File: config.mk
export PLATFORM = sky130hd
export DESIGN_NAME = bin_sched_ctrl
export DESIGN_NICKNAME = d
export VERILOG_FILES = /design/src/rtl/bin_sched_ctrl.sv
export SDC_FILE = /design/constraint.sdc
export NUM_CORES = 1
export LEC_CHECK = 0
export ABC_AREA = 0
export CELL_PAD_IN_SITES_DETAIL_PLACEMENT = 0
export CELL_PAD_IN_SITES_GLOBAL_PLACEMENT = 1
export CORE_MARGIN = 10
export CORE_UTILIZATION = 38
export CTS_CLUSTER_SIZE = 28
export DETAILED_ROUTE_END_ITERATION = 10
export PLACE_DENSITY_LB_ADDON = 0.1
export SKIP_LAST_GASP = 1
export SYNTH_ARGS = -nofsm -noshare
export SYNTH_HDL_FRONTEND = slang
export SYNTH_SLANG_ARGS = --single-unit
File: constraint.sdc
create_clock -name clk -period 3.65 [get_ports clk]
set_input_delay 0.365 -clock clk [delete_from_list [all_inputs] [get_ports clk]]
set_output_delay 0.365 -clock clk [all_outputs]
set_load 0.01 [all_outputs]
File: src/rtl/bin_sched_ctrl.sv
// Bin scheduler for the bin-based SAT flow: walks bins, drives loader, SAT core and backtracker.
// Optional watchdog on the wait states is enabled with `define SCHED_WATCHDOG_EN.
module bin_sched_ctrl #(
   parameter int unsigned WIDTH_BIN_I = 10,
   parameter int unsigned WIDTH_LVL   = 10,
   parameter int unsigned WDOG_CYCLES = 4096
) (
   input  logic                   clk,
   input  logic                   rst,
   input  logic                   start_i,
   input  logic                   abort_i,
   input  logic [WIDTH_BIN_I-1:0] num_bins_i,
   output logic                   start_load_update_o,
   output logic                   first_load_update_o,
   output logic [WIDTH_BIN_I-1:0] request_bin_num_o,
   input  logic                   load_update_done_i,
   output logic                   start_core_o,
   input  logic                   core_done_i,
   input  logic [1:0]             core_result_i,
   input  logic [WIDTH_LVL-1:0]   core_bkt_lvl_i,
   input  logic [WIDTH_BIN_I-1:0] core_bkt_bin_i,
   output logic                   start_backtrack_o,
   output logic [WIDTH_LVL-1:0]   bkt_lvl_o,
   input  logic                   backtrack_done_i,
   output logic                   busy_o,
   output logic                   done_o,
   output logic                   global_sat_o,
   output logic                   global_unsat_o,
   output logic                   timeout_o,
   output logic [15:0]            load_cnt_o
);

   typedef enum logic [2:0] {
      S_IDLE, S_LOAD, S_WAIT_LOAD, S_RUN, S_WAIT_CORE, S_BKT, S_WAIT_BKT, S_FINISH
   } state_t;

   state_t                 r_state;
   logic [WIDTH_BIN_I-1:0] r_num_bins;
   logic [WIDTH_BIN_I-1:0] r_bin_cur;
   logic                   r_first;
   logic [WIDTH_LVL-1:0]   r_bkt_lvl;
   logic [15:0]            r_load_cnt;
   logic                   r_sat;
   logic                   r_unsat;
   logic [WIDTH_BIN_I-1:0] w_bin_next;
   logic [WIDTH_BIN_I-1:0] w_bkt_bin;
   logic                   w_wdog_hit;

   assign w_bin_next = r_bin_cur + WIDTH_BIN_I'(1);
   assign w_bkt_bin  = (core_bkt_bin_i < r_bin_cur) ? core_bkt_bin_i : r_bin_cur;

   always_ff @(posedge clk) begin
      if (!rst) begin
         r_state    <= S_IDLE;
         r_num_bins <= '0;
         r_bin_cur  <= '0;
         r_first    <= 1'b1;
         r_bkt_lvl  <= '0;
         r_load_cnt <= '0;
         r_sat      <= 1'b0;
         r_unsat    <= 1'b0;
      end else if (abort_i && r_state != S_IDLE) begin
         r_state <= S_IDLE;
         r_sat   <= 1'b0;
         r_unsat <= 1'b0;
      end else begin
         unique case (r_state)
            S_IDLE: if (start_i) begin
               r_num_bins <= num_bins_i;
               r_load_cnt <= '0;
               r_sat      <= 1'b0;
               r_unsat    <= 1'b0;
               r_first    <= 1'b1;
               r_bin_cur  <= '0;
               if (num_bins_i == '0) begin
                  r_state <= S_FINISH;
                  r_sat   <= 1'b1;
               end else begin
                  r_state <= S_LOAD;
               end
            end
            S_LOAD: begin
               if (r_load_cnt != '1) r_load_cnt <= r_load_cnt + 16'd1;
               r_state <= S_WAIT_LOAD;
            end
            S_WAIT_LOAD: if (load_update_done_i) begin
               r_first <= 1'b0;
               r_state <= S_RUN;
            end else if (w_wdog_hit) begin
               r_state <= S_FINISH;
            end
            S_RUN: r_state <= S_WAIT_CORE;
            // result 00 with core_done_i is a no-op; real verdicts beat the watchdog
            S_WAIT_CORE: if (core_done_i && core_result_i != 2'b00) begin
               case (core_result_i)
                  2'b01: begin
                     r_bin_cur <= w_bin_next;
                     if (w_bin_next == r_num_bins) begin
                        r_state <= S_FINISH;
                        r_sat   <= 1'b1;
                     end else begin
                        r_state <= S_LOAD;
                     end
                  end
                  2'b10: if (core_bkt_lvl_i == '0) begin
                     r_state <= S_FINISH;
                     r_unsat <= 1'b1;
                  end else begin
                     r_bkt_lvl <= core_bkt_lvl_i;
                     r_bin_cur <= w_bkt_bin;
                     r_state   <= S_BKT;
                  end
                  default: begin
                     r_state <= S_FINISH;
                     r_unsat <= 1'b1;
                  end
               endcase
            end else if (w_wdog_hit) begin
               r_state <= S_FINISH;
            end
            S_BKT: r_state <= S_WAIT_BKT;
            S_WAIT_BKT: if (backtrack_done_i) begin
               r_state <= S_LOAD;
            end else if (w_wdog_hit) begin
               r_state <= S_FINISH;
            end
            S_FINISH: r_state <= S_IDLE;
            default:  r_state <= S_IDLE;
         endcase
      end
   end

`ifdef SCHED_WATCHDOG_EN
   localparam int unsigned WDOG_W = $clog2(WDOG_CYCLES + 1);
   logic [WDOG_W-1:0] r_wdog;
   logic              r_timeout;
   logic              w_in_wait;
   logic              w_wait_evt;

   assign w_in_wait  = (r_state == S_WAIT_LOAD) || (r_state == S_WAIT_CORE) ||
                       (r_state == S_WAIT_BKT);
   assign w_wait_evt = (r_state == S_WAIT_LOAD && load_update_done_i) ||
                       (r_state == S_WAIT_CORE && core_done_i && core_result_i != 2'b00) ||
                       (r_state == S_WAIT_BKT && backtrack_done_i);
   assign w_wdog_hit = w_in_wait && (r_wdog == WDOG_W'(WDOG_CYCLES - 1));

   // wait states are only entered from non-wait states, so clearing outside them covers every state change
   always_ff @(posedge clk) begin
      if (!rst) begin
         r_wdog    <= '0;
         r_timeout <= 1'b0;
      end else if (abort_i && r_state != S_IDLE) begin
         r_wdog    <= '0;
         r_timeout <= 1'b0;
      end else begin
         r_wdog <= w_in_wait ? r_wdog + WDOG_W'(1) : '0;
         if (r_state == S_IDLE && start_i) r_timeout <= 1'b0;
         else if (w_wdog_hit && !w_wait_evt) r_timeout <= 1'b1;
      end
   end

   assign timeout_o = r_timeout;
`else
   assign w_wdog_hit = 1'b0;
   assign timeout_o  = 1'b0;
`endif

   assign start_load_update_o = (r_state == S_LOAD);
   assign first_load_update_o = (r_state == S_LOAD) && r_first;
   assign request_bin_num_o   = r_bin_cur;
   assign start_core_o        = (r_state == S_RUN);
   assign start_backtrack_o   = (r_state == S_BKT);
   assign bkt_lvl_o           = r_bkt_lvl;
   assign busy_o              = (r_state != S_IDLE);
   assign done_o              = (r_state == S_FINISH);
   assign global_sat_o        = r_sat;
   assign global_unsat_o      = r_unsat;
   assign load_cnt_o          = r_load_cnt;

endmodule

# == Yosys cells after proc, flatten, opt, wreduce, memory -nomap -nowiden ==
# Cells that the tools add are included.
# totals
ff_bits,52
latch_bits,0
ramBits,0
mem_bits_ro,0
out_inout_bits,45
word_cells,89
mem_count,0
# op_classes
add_sub_neg,2
n_mul,0
div,0
n_lt_le_gt_ge,1
eq_ne,23
shift,0
muxes,32
bitwise_logic,3
n_reduce_logical,20
# op_table
op,n
$mux W10,4
$pmux W10 S2,2
$mux W16,2
$pmux W16 S2,1
$pmux W3 S8,1
$logic_not A10 Y1,2
$mux W3,6
$add A16 B1 Y16 const B,1
$ne A16 B16 Y1 const B,1
$reduce_and A5 Y1,3
$eq A3 B3 Y1 const B,4
$ne A2 B2 Y1 const B,6
$reduce_and A4 Y1,3
$add A10 B1 Y10 const B,1
$eq A10 B10 Y1,1
$lt A10 B10 Y1,1
$mux W1,10
$ne A3 B3 Y1 const B,3
$pmux W1 S2,4
$reduce_bool A2 Y1,4
$reduce_and A7 Y1,1
$eq A3 B2 Y1 const B,2
$pmux W3 S2,1
$ne A2 B1 Y1 const B,2
11 further kinds,15

# == Longest topological paths before layout ==
# Gate-level depths: netlist of the first run.
# logic_depth
depth_word,6
depth_mapped,10

# == Worst setup path after synthesis of the first run ==
# No wires, ideal clock.
# synth_timing
path_kind,register to register
start,register r_bin_cur[0] (netlist: request_bin_num_o[0])
end,register r_state[2]
setup_ns,0.084
t_arrival_ns,2.103
t_required_ns,3.566
setup_slack_ns,1.462
stages_incl_launch_ff,9
synth_period_minus_slack_ns,2.188
cell_sequence,dfxtp_1 > ha_1 > xor2_1 > a2111oi_0 > o21ai_0 > nor4_1 > nand4_1 > and4_1 > o31ai_2
# synth_via
elab_chain_len,6
# synth_lines
element,line_no,text
start: declaration,39,logic [WIDTH_BIN_I-1:0] r_bin_cur;
start signal: assignment,97,r_bin_cur <= w_bin_next;
start signal: assignment,110,r_bin_cur <= w_bkt_bin;
$add A10 B1 Y10,49,assign w_bin_next = r_bin_cur + WIDTH_BIN_I'(1);
$eq A10 B10 Y1,98,if (w_bin_next == r_num_bins) begin
$mux W3,98,
$pmux W3 S2,95,case (core_result_i)
$mux W3,94,S_WAIT_CORE: if (core_done_i && core_result_i != 2'b00) begin
$pmux W3 S8,67,unique case (r_state)
end signal: assignment,92,S_RUN: r_state <= S_WAIT_CORE;
end signal: assignment,99,r_state <= S_FINISH;
end signal: assignment,102,r_state <= S_LOAD;
end: declaration,37,state_t r_state;
# Every way passes these cells. The select of a mux whose other input is x is not followed.
# A chain may end at the register's enable or synchronous reset.

# == Final worst setup path of the first run ==
# layout_timing
start,input core_result_i[0]
end,register r_bkt_lvl[2] (netlist: bkt_lvl_o[2])
# layout_via
elab_chain_len,3
word_cells_on_any_way,4
classes_between,eq/ne: 1; reduce/logical: 3
# layout_lines
element,line_no,text
start: declaration,19,"input logic [1:0] core_result_i,"
$reduce_bool A2 Y1,94,
$logic_and A1 B1 Y1,94,
$reduce_and A5 Y1 (no line) *,n/a,
end signal: assignment,109,r_bkt_lvl <= core_bkt_lvl_i;
end: declaration,41,logic [WIDTH_LVL-1:0] r_bkt_lvl;
# Mark *: on every way between the ends. The rest lies on a longest branch, timed or not.

==> metrics, run 1 <==
I/O pin cnt=84; Slew HR=46.7%; Layout area overhead=31.6%; Final WS setup=989 ps; Slew @ Worst Pin=798 ps; Detail Placement HPWL=6870 um; Total Wirelength=8780 um; Max VDD drop=0.213 mV; Fin Clk Skew=2.53 ps; Worst setup SP type=input pin; vias per cell=5.07; Layout Nets=511; Distinct cells, synth=53; Worst Hold Class=register to register; R2R depth=8; minimum clock period=2660 ps; setup bufs post-CTS=0; Die Wd=111 um; clk sink count=52; initial antenna violation count=0; Worst Path Required=3850 ps; core area=8130 um2; CP bufs+invs=4; first-pass GRT wire length=14600 um; Seq/Total Area, Yosys=33.1%; Pwr Total=1.75 mW; gpl congestion=0.781; dominant synthesized flop cell=dfxtp_1; P_leak=1.55 nW; WP depth=9; largest net degree at the start of global routing=24; DRT iter0 DRCs=73; row count=33; grt total ovfl=0; RSZ-0062 raised after global routing=false; Final Hold Vio Count=0; post-cts sizing count=0; worst path arrival time=2860 ps; H-tree levels=2; critical path class=input pin to register; Post-Syn Instances=382; DP Cell Count=556; post-synthesis async set-or-reset flop share=0%; slowest CP cell=nand4_1; max cap viols=0; Total Routing Usage GR=13.8%; Crit Path Max Fanout=17; setup TNS=0 ps; fin. max-slew vios=0; clock latency on the worst-skew pair=300 ps; highest-count cells in the layout ignoring fill and taps=clkdlybuf4s50_1 (82), nand2_1 (58), dfxtp_1 (52); ANT cells=0; Final Cycle Share=72.9%; clk slew on worst S/H paths=90 ps; Die Ht=111 um; vias in the first global route=2862; final setup fails=0; cell family with most CP delay=buffers and inverters; ANT nets after route=0; worst-path cell chain=clkdlybuf4s50_1, inv_1, ha_1, inv_1, nor3_1, buf_4, nand4_1, mux2i_1, nor2b_1; WL per Instance=15.6 um; Place WS=644 ps; port bufs=82; hold path depth=1; PD cells=423 nW/um2; layout cells sized above 1=4.81%; Mapped Nets=435; Clock Tree Buf Depth=2; CTS tree=done; CTS root buffer=clkbuf_8; CTS Buf Count=5; Max stage delay on crit path=550 ps; CP endpoint kind=register; Critical Path Most Common Cell=inv_1; Max Clock Freq=376 MHz; routed vias=2852; Mapped Avg Cell Area=8.22 um2; outcome=complete, no violations; Post-synth EDFFs=0; Post-CTS Hold Buffers=0; DRT Pass-1 Iters=4; Post-route DRC=0; Syn Std Cell Area=3140 um2; fin cells=562; Yosys warnings=0; final hold slack=453 ps; Yosys reg bits=52; Initial Util=38.6%; die area=12300 um2; most common cell after layout, fill and taps aside=clkdlybuf4s50_1
==> registers in the layout (all words and copies together), names as in the netlist <==
signal             count
r_state                3
r_num_bins            10
load_cnt_o            16
request_bin_num_o     10
global_unsat_o         1
bkt_lvl_o             10
r_first                1
global_sat_o           1
==> worst paths after layout <==
check / slack [ps] / startpoint / end
worst max-delay path: 990 / core_result_i[0] / bkt_lvl_o[2]$_SDFFE_PN0P_
worst min-delay path: 450 / r_first$_SDFFE_PN1P_ / r_first$_SDFFE_PN1P_
worst max register to register: 1020 / request_bin_num_o[0]$_SDFFE_PN0P_ / r_state[2]$_SDFFE_PP0P_
worst min register to register: 450 / r_first$_SDFFE_PN1P_ / r_first$_SDFFE_PN1P_
==> layer usage <==
layer  wire [um]  GRT usage [%]
met1        4220           17.4
met5           0              0
met2        3970           22.2
met3         505           4.60
met4          80           2.60
==> Yosys cell counts, types with 3 or more instances <==
cell type	count	share of area, %
or3_1	4	0.80
o211ai_1	8	1.9
a21o_1	5	1.2
nand2_1	58	6.9
ha_1	14	5.6
o21ai_0	17	2.7
and2_1	3	0.60
buf_4	3	0.72
a21boi_0	10	2.4
nand2b_1	4	0.80
xor2_1	12	3.3
nor2b_1	13	2.6
and3_1	5	1.0
mux2i_1	23	7.3
nor4_1	5	1.0
nand3_1	12	1.9
nor2_1	25	3.0
nand4_1	11	2.2
inv_1	16	1.9
nor3_1	10	1.6
a31oi_1	3	0.60
xnor2_1	15	4.2
dfxtp_1	52	33
clkbuf_1	9	1.1
and4_1	3	0.84
a21oi_1	9	1.4
==> through the flow <==
stage / instance area [um2] / util, %
after CTS: 4140 / 50.8
after global placement: 4040 / 49.6
after global routing: 4140 / 50.8
after detailed placement: 4040 / 49.6
after floorplan: 3140 / -
final: 4140 / 50.8
==> kinds of logic after synthesis <==
| kind of cell | Yosys count | synth area share, % |
|---|---|---|
| buffers and inverters | 34 | 4.82 |
| adders and majority gates | 14 | 5.58 |
| xor gates and xnor gates | 27 | 7.53 |
| and+or+nand+nor | 162 | 25.7 |
| muxes | 25 | 8.04 |
| DFF | 52 | 33.1 |
| AOI/OAI and AO/OA | 67 | 15.1 |
| other | 1 | 0.119 |
==> report_power, final <==
group          internal, mW  leakage (nW)  switching [mW]
Clock                 0.197        0.0501           0.187
Sequential            0.627         0.421           0.106
Combinational         0.303          1.07           0.331
Total                  1.13          1.55           0.624
==> final cells by class <==
type	count	area, um2
Clock buffer	5	68.8
Clock inverter	1	30.0
Fill cell	820	4000
Inverter	17	63.8
Multi-Input combinational cell	296	1950
Sequential cell	52	1040
Tap cell	105	131
Timing Repair Buffer	86	851
(Power assumes the default switching activity.)
==> run 2: changes to the inputs <==
--- a/config.mk
+++ b/config.mk
@@ -9,7 +9,7 @@
 export CELL_PAD_IN_SITES_DETAIL_PLACEMENT = 0
 export CELL_PAD_IN_SITES_GLOBAL_PLACEMENT = 1
 export CORE_MARGIN = 10
-export CORE_UTILIZATION = 38
+export CORE_UTILIZATION = 36
 export CTS_CLUSTER_SIZE = 28
 export DETAILED_ROUTE_END_ITERATION = 10
 export PLACE_DENSITY_LB_ADDON = 0.1
==> constraint.sdc (replaced) <==
create_clock -name clk -period 2.65 [get_ports clk]
set_input_delay 0.265 -clock clk [delete_from_list [all_inputs] [get_ports clk]]
set_output_delay 0.265 -clock clk [all_outputs]
set_load 0.01 [all_outputs]
==> run 2 against run 1 <==
Utilization decreased by 1.4 points. Combinational power increased by 51%. Total power increased by 44%. Register-to-register slack got worse by 690 ps. Sequential share of layout area decreased by 0.65 points. Sequential cell count unchanged. Setup slack got worse by 660 ps. Clock-buffer cell count unchanged. Die area increased by 4.5%. Non-clock buffer count increased by 12. Critical path depth unchanged. Critical path type is now register to register. Critical endpoint is now request_bin_num_o[0]$_SDFFE_PN0P_. Highest routed layer unchanged.
==> metrics, run 2 (synthesized netlist as in run 1, its figures left out) <==
outcome=complete, no violations; Initial Util=36.6%; Worst Path Required=2880 ps; Slew @ Worst Pin=644 ps; Crit Path Max Fanout=10; Worst setup SP type=register; Layout area overhead=35.1%; final setup fails=0; clk sink count=52; Max Clock Freq=431 MHz; Filler cells=874; Layout Nets=523; WL per Instance=15.6 um; minimum clock period=2320 ps; Place WS=124 ps; vias in the first global route=3007; Die Ht=113 um; core area=8590 um2; first-pass GRT wire length=15100 um; most common cell after layout, fill and taps aside=clkdlybuf4s50_1; clock latency on the worst-skew pair=320 ps; highest-count cells in the layout ignoring fill and taps=clkdlybuf4s50_1 (82), nand2_1 (58), dfxtp_1 (52); RSZ-0062 raised after global routing=false; Detail Placement HPWL=7190 um; CTS Buf Count=5; Final Cycle Share=87.5%; H-tree levels=2; Post-CTS Hold Buffers=0; Post-route DRC=0; vias per cell=5.09; Clock Tree Buf Depth=2; CTS root buffer=clkbuf_8; most used routing layer=met2; I/O pin cnt=84; worst path arrival time=2550 ps; Total Wirelength=9040 um; Slew HR=56.9%; routed vias=2948; grt total ovfl=0; DRT Pass-1 Iters=4; port bufs=82; Pwr Total=2.52 mW; row count=34; clk slew on worst S/H paths=100 ps; register area=1040 um2; Clk network pwr share=23.1%; largest net degree at the start of global routing=19; DP Cell Count=571; die area=12900 um2; P_leak=1.61 nW; CP endpoint kind=register; ANT cells=0; CTS tree=done; multi-input logic area=1950 um2; fin. max-slew vios=0; internal power=1.60 mW; Sw Share=36.4%; grt met2 use=23.4%; number of flip-flops in the largest register=16; layout cells sized above 1=7.64%; gpl congestion=0.792; max cap viols=0; Max VDD drop=0.400 mV; Seq pwr share=38.9%; post-cts sizing count=0; DRT iter0 DRCs=124; Fin Clk Skew=10.5 ps; Die Wd=113 um; PD cells=592 nW/um2; Final Hold Vio Count=0; combinational power share=38.0%; ANT nets after route=0; GR met3 Demand/Resource=3.99%; fin cells=579; setup TNS=0 ps; initial antenna violation count=0; critical path class=register to register; Worst Hold Class=register to register; Psw=0.914 mW; Final WS setup=332 ps; Total Routing Usage GR=13.9%; met1 GRT Util=16.9%; setup bufs post-CTS=0
==> run 2: routing by layer <==
metal / part of all wire, % / vias to the layer above
met3: 5.7 / 12
met1: 45 / 1366
met5: 0 / -
met2: 48 / 61
met4: 2.0 / 0
li1: - / 1509
==> run 2: per-stage QoR <==
stage / utilization, % / hold WS [ps] / area [um2]
2_1_floorplan: - / 410 / 3140
3_5_place_dp: 48.1 / 442 / 4130
3_3_place_gp: 48.1 / 436 / 4130
4_1_cts: 49.4 / 467 / 4250
5_1_grt: 49.4 / 485 / 4250
6_report: 49.4 / 457 / 4250
==> run 2: critical path, cell delays in order, from the launching register on <==
cell       delay (ps)
dfxtp_1           340
buf_4             140
inv_1              50
ha_1              280
a21o_1            150
a21o_1            180
a2111oi_2         340
o31ai_1           140
a21o_1            350
o31ai_1           270
==> run 2: power by group through the flow <==
stage                     clock network [mW]  registers (mW)  logic, mW
after CTS                              0.597           0.979      0.969
after global routing                   0.633           0.997       1.07
final                                  0.582           0.978      0.955
after global placement                     0           0.996      0.961
after floorplan                            0           0.968      0.627
after detailed placement                   0           0.997      0.962
==> run 2: layout make-up <==
type | count | share of cell area (%)
multi-input cells | 296 | 45.9
flip-flops and latches | 52 | 24.5
repair buffers | 98 | 22.2
well taps | 108 | 3.18
clock buffers | 5 | 1.62
inverters | 17 | 1.50
clock inverters | 3 | 1.09
==> run 2: final timing paths <==
kind / start / to / slack (ps) / depth (start not counted)
setup reg to reg: request_bin_num_o[1]$_SDFFE_PN0P_ / request_bin_num_o[0]$_SDFFE_PN0P_ / 330 / 9
hold reg to reg: r_first$_SDFFE_PN1P_ / r_first$_SDFFE_PN1P_ / 460 / 1
hold / removal: r_first$_SDFFE_PN1P_ / r_first$_SDFFE_PN1P_ / 460 / 1
setup / recovery: request_bin_num_o[1]$_SDFFE_PN0P_ / request_bin_num_o[0]$_SDFFE_PN0P_ / 330 / 9
==> run 3: changes to the inputs <==
--- a/config.mk
+++ b/config.mk
@@ -12,7 +12,8 @@
 export CORE_UTILIZATION = 36
 export CTS_CLUSTER_SIZE = 28
 export DETAILED_ROUTE_END_ITERATION = 10
-export PLACE_DENSITY_LB_ADDON = 0.1
+export GPL_TIMING_DRIVEN = 0
+export PLACE_DENSITY = 0.9
 export SKIP_LAST_GASP = 1
 export SYNTH_ARGS = -nofsm -noshare
 export SYNTH_HDL_FRONTEND = slang
==> run 3 against run 2 <==
Global-route usage about the same. Highest routed layer unchanged. Non-clock buffer count increased by 1. Sequential power decreased by 2%. Clock skew increased by 2.2 ps.
==> metrics, run 3 (synthesized netlist as in run 1, its figures left out) <==
layout cells sized above 1=6.36%; ANT cells=0; register area=1040 um2; Post-CTS Hold Buffers=0; Crit Path Max Fanout=6; hold wc startpoint=r_first$_SDFFE_PN1P_; WHS Endpoint=r_first$_SDFFE_PN1P_; Total Wirelength=8990 um; Layout area overhead=34.1%; multi-input logic area=1960 um2; first-pass GRT wire length=15000 um; Layout Nets=524; Total Routing Usage GR=14.0%; hold path depth=1; PD cells=590 nW/um2; slowest CP cell=dfxtp_1; r2r endpoint=r_state[2]$_SDFFE_PP0P_; number of flip-flops in the largest register=16; Post-route DRC=0; R2R setup slack=80 ps; Max VDD drop=0.294 mV; RSZ-0062 raised after global routing=true; minimum clock period=2570 ps; CP endpoint kind=register; CTS root buffer=clkbuf_8; outcome=complete, no violations; Clk network pwr share=22.2%; DP Cell Count=572; vias per cell=5.13; Slew @ Worst Pin=1270 ps; most common cell after layout, fill and taps aside=clkdlybuf4s50_1; critical path class=register to register; Slew HR=15.1%; Final Hold Vio Count=0; Filler cells=847; gpl congestion=0.914; DRT iter0 DRCs=141; largest net degree at the start of global routing=16; Worst setup SP type=register; WL per Instance=15.5 um; Fin Clk Skew=12.7 ps; clk slew on worst S/H paths=100 ps; clk sink count=52; grt total ovfl=0; Final Cycle Share=97.1%; Psw=0.896 mW; combinational power share=39.1%; Seq pwr share=38.7%; H-tree levels=2; Place WS=-299 ps; Worst Hold Class=register to register; Max stage delay on crit path=460 ps; initial antenna violation count=0; I/O pin cnt=84; internal power=1.59 mW; DRT Pass-1 Iters=4; Worst Path Required=2880 ps; core area=8590 um2; fin cells=580; P_leak=1.59 nW; highest-count cells in the layout ignoring fill and taps=clkdlybuf4s50_1 (82), nand2_1 (58), dfxtp_1 (51); worst path arrival time=2800 ps; Die Ht=113 um; fin. max-slew vios=0; max cap viols=0; reg2reg start=request_bin_num_o[1]$_SDFFE_PN0P_; clock latency on the worst-skew pair=310 ps; R2R depth=8; vias in the first global route=3031; Sw Share=36.1%; Max Clock Freq=389 MHz; final setup fails=0; die area=12900 um2; ANT nets after route=0; Detail Placement HPWL=7130 um; CTS tree=done; port bufs=82; CTS Buf Count=5; worst-path cell chain=ha_1, xor2_1, a2111oi_1, o21ai_0, nor4_1, nand4_1, and4_1, o31ai_2; Final WS setup=77.3 ps; Initial Util=36.6%; Clock Tree Buf Depth=2; row count=34; Die Wd=113 um; routed vias=2973
run 3: metal layers:
layer,part of all wire [%],GRT usage [%],up-vias,wire length (um)
met5,0,0,-,0
met4,1.2,3.64,0,112
met3,7.3,4.46,9,660
met2,45,22.6,92,4070
met1,46,17.5,1355,4150
li1,-,-,1517,-
run 3: repair_timing:
item	4_1_cts	5_1_grt
setup endpoints to repair	1	14
setup buffers	0	0
pin swaps	0	0
resized for setup	1	4
run 3: how the worst max path moves through the flow:
stage | startpoint | end | cells past startpoint
CTS | core_result_i[0] | request_bin_num_o[9]$_SDFFE_PN0P_ | 10
finish | request_bin_num_o[1]$_SDFFE_PN0P_ | r_state[2]$_SDFFE_PP0P_ | 8
detailed placement | core_result_i[0] | request_bin_num_o[5]$_SDFFE_PN0P_ | 10
global placement | core_result_i[0] | request_bin_num_o[8]$_SDFFE_PN0P_ | 10
global route | request_bin_num_o[1]$_SDFFE_PN0P_ | r_state[2]$_SDFFE_PP0P_ | 8
floorplan | request_bin_num_o[0]$_SDFFE_PN0P_ | r_state[2]$_SDFFE_PP0P_ | 8
run 3: power by group through the flow:
stage / clock network [mW] / logic [mW] / registers [mW]
2_1_floorplan: 0 / 0.627 / 0.968
4_1_cts: 0.568 / 0.973 / 0.960
3_3_place_gp: 0 / 0.959 / 0.975
3_5_place_dp: 0 / 0.967 / 0.978
5_1_grt: 0.603 / 1.07 / 0.978
6_report: 0.552 / 0.971 / 0.961
run 3: worst max-delay path, delay by kind of cell, from the launching register on:
family	cells	cell delay, ps
AOI/OAI and AO/OA	3	730
xor gates and xnor gates	1	150
adders and majority gates	1	300
DFF	1	460
and+or+nand+nor	3	860
run 3: through the flow:
stage	util [%]	hold WS [ps]	power (mW)	instance area (um2)	setup TNS, ps
after global routing	49.0	477	2.66	4210	-96.2
after floorplan	-	410	1.60	3140	0
final	49.0	455	2.48	4210	0
after CTS	49.0	463	2.50	4210	0
after detailed placement	47.7	439	1.94	4100	-2890
after global placement	47.7	436	1.93	4100	-1880
run 3: final cells by class:
cell class / count / area share [%]
well taps: 108 / 3.21
flip-flops and latches: 52 / 24.7
repair buffers: 82 / 19.5
plain buffers: 17 / 2.11
clock buffers: 6 / 1.72
multi-input cells: 296 / 46.4
inverters: 17 / 1.51
clock inverters: 2 / 0.831
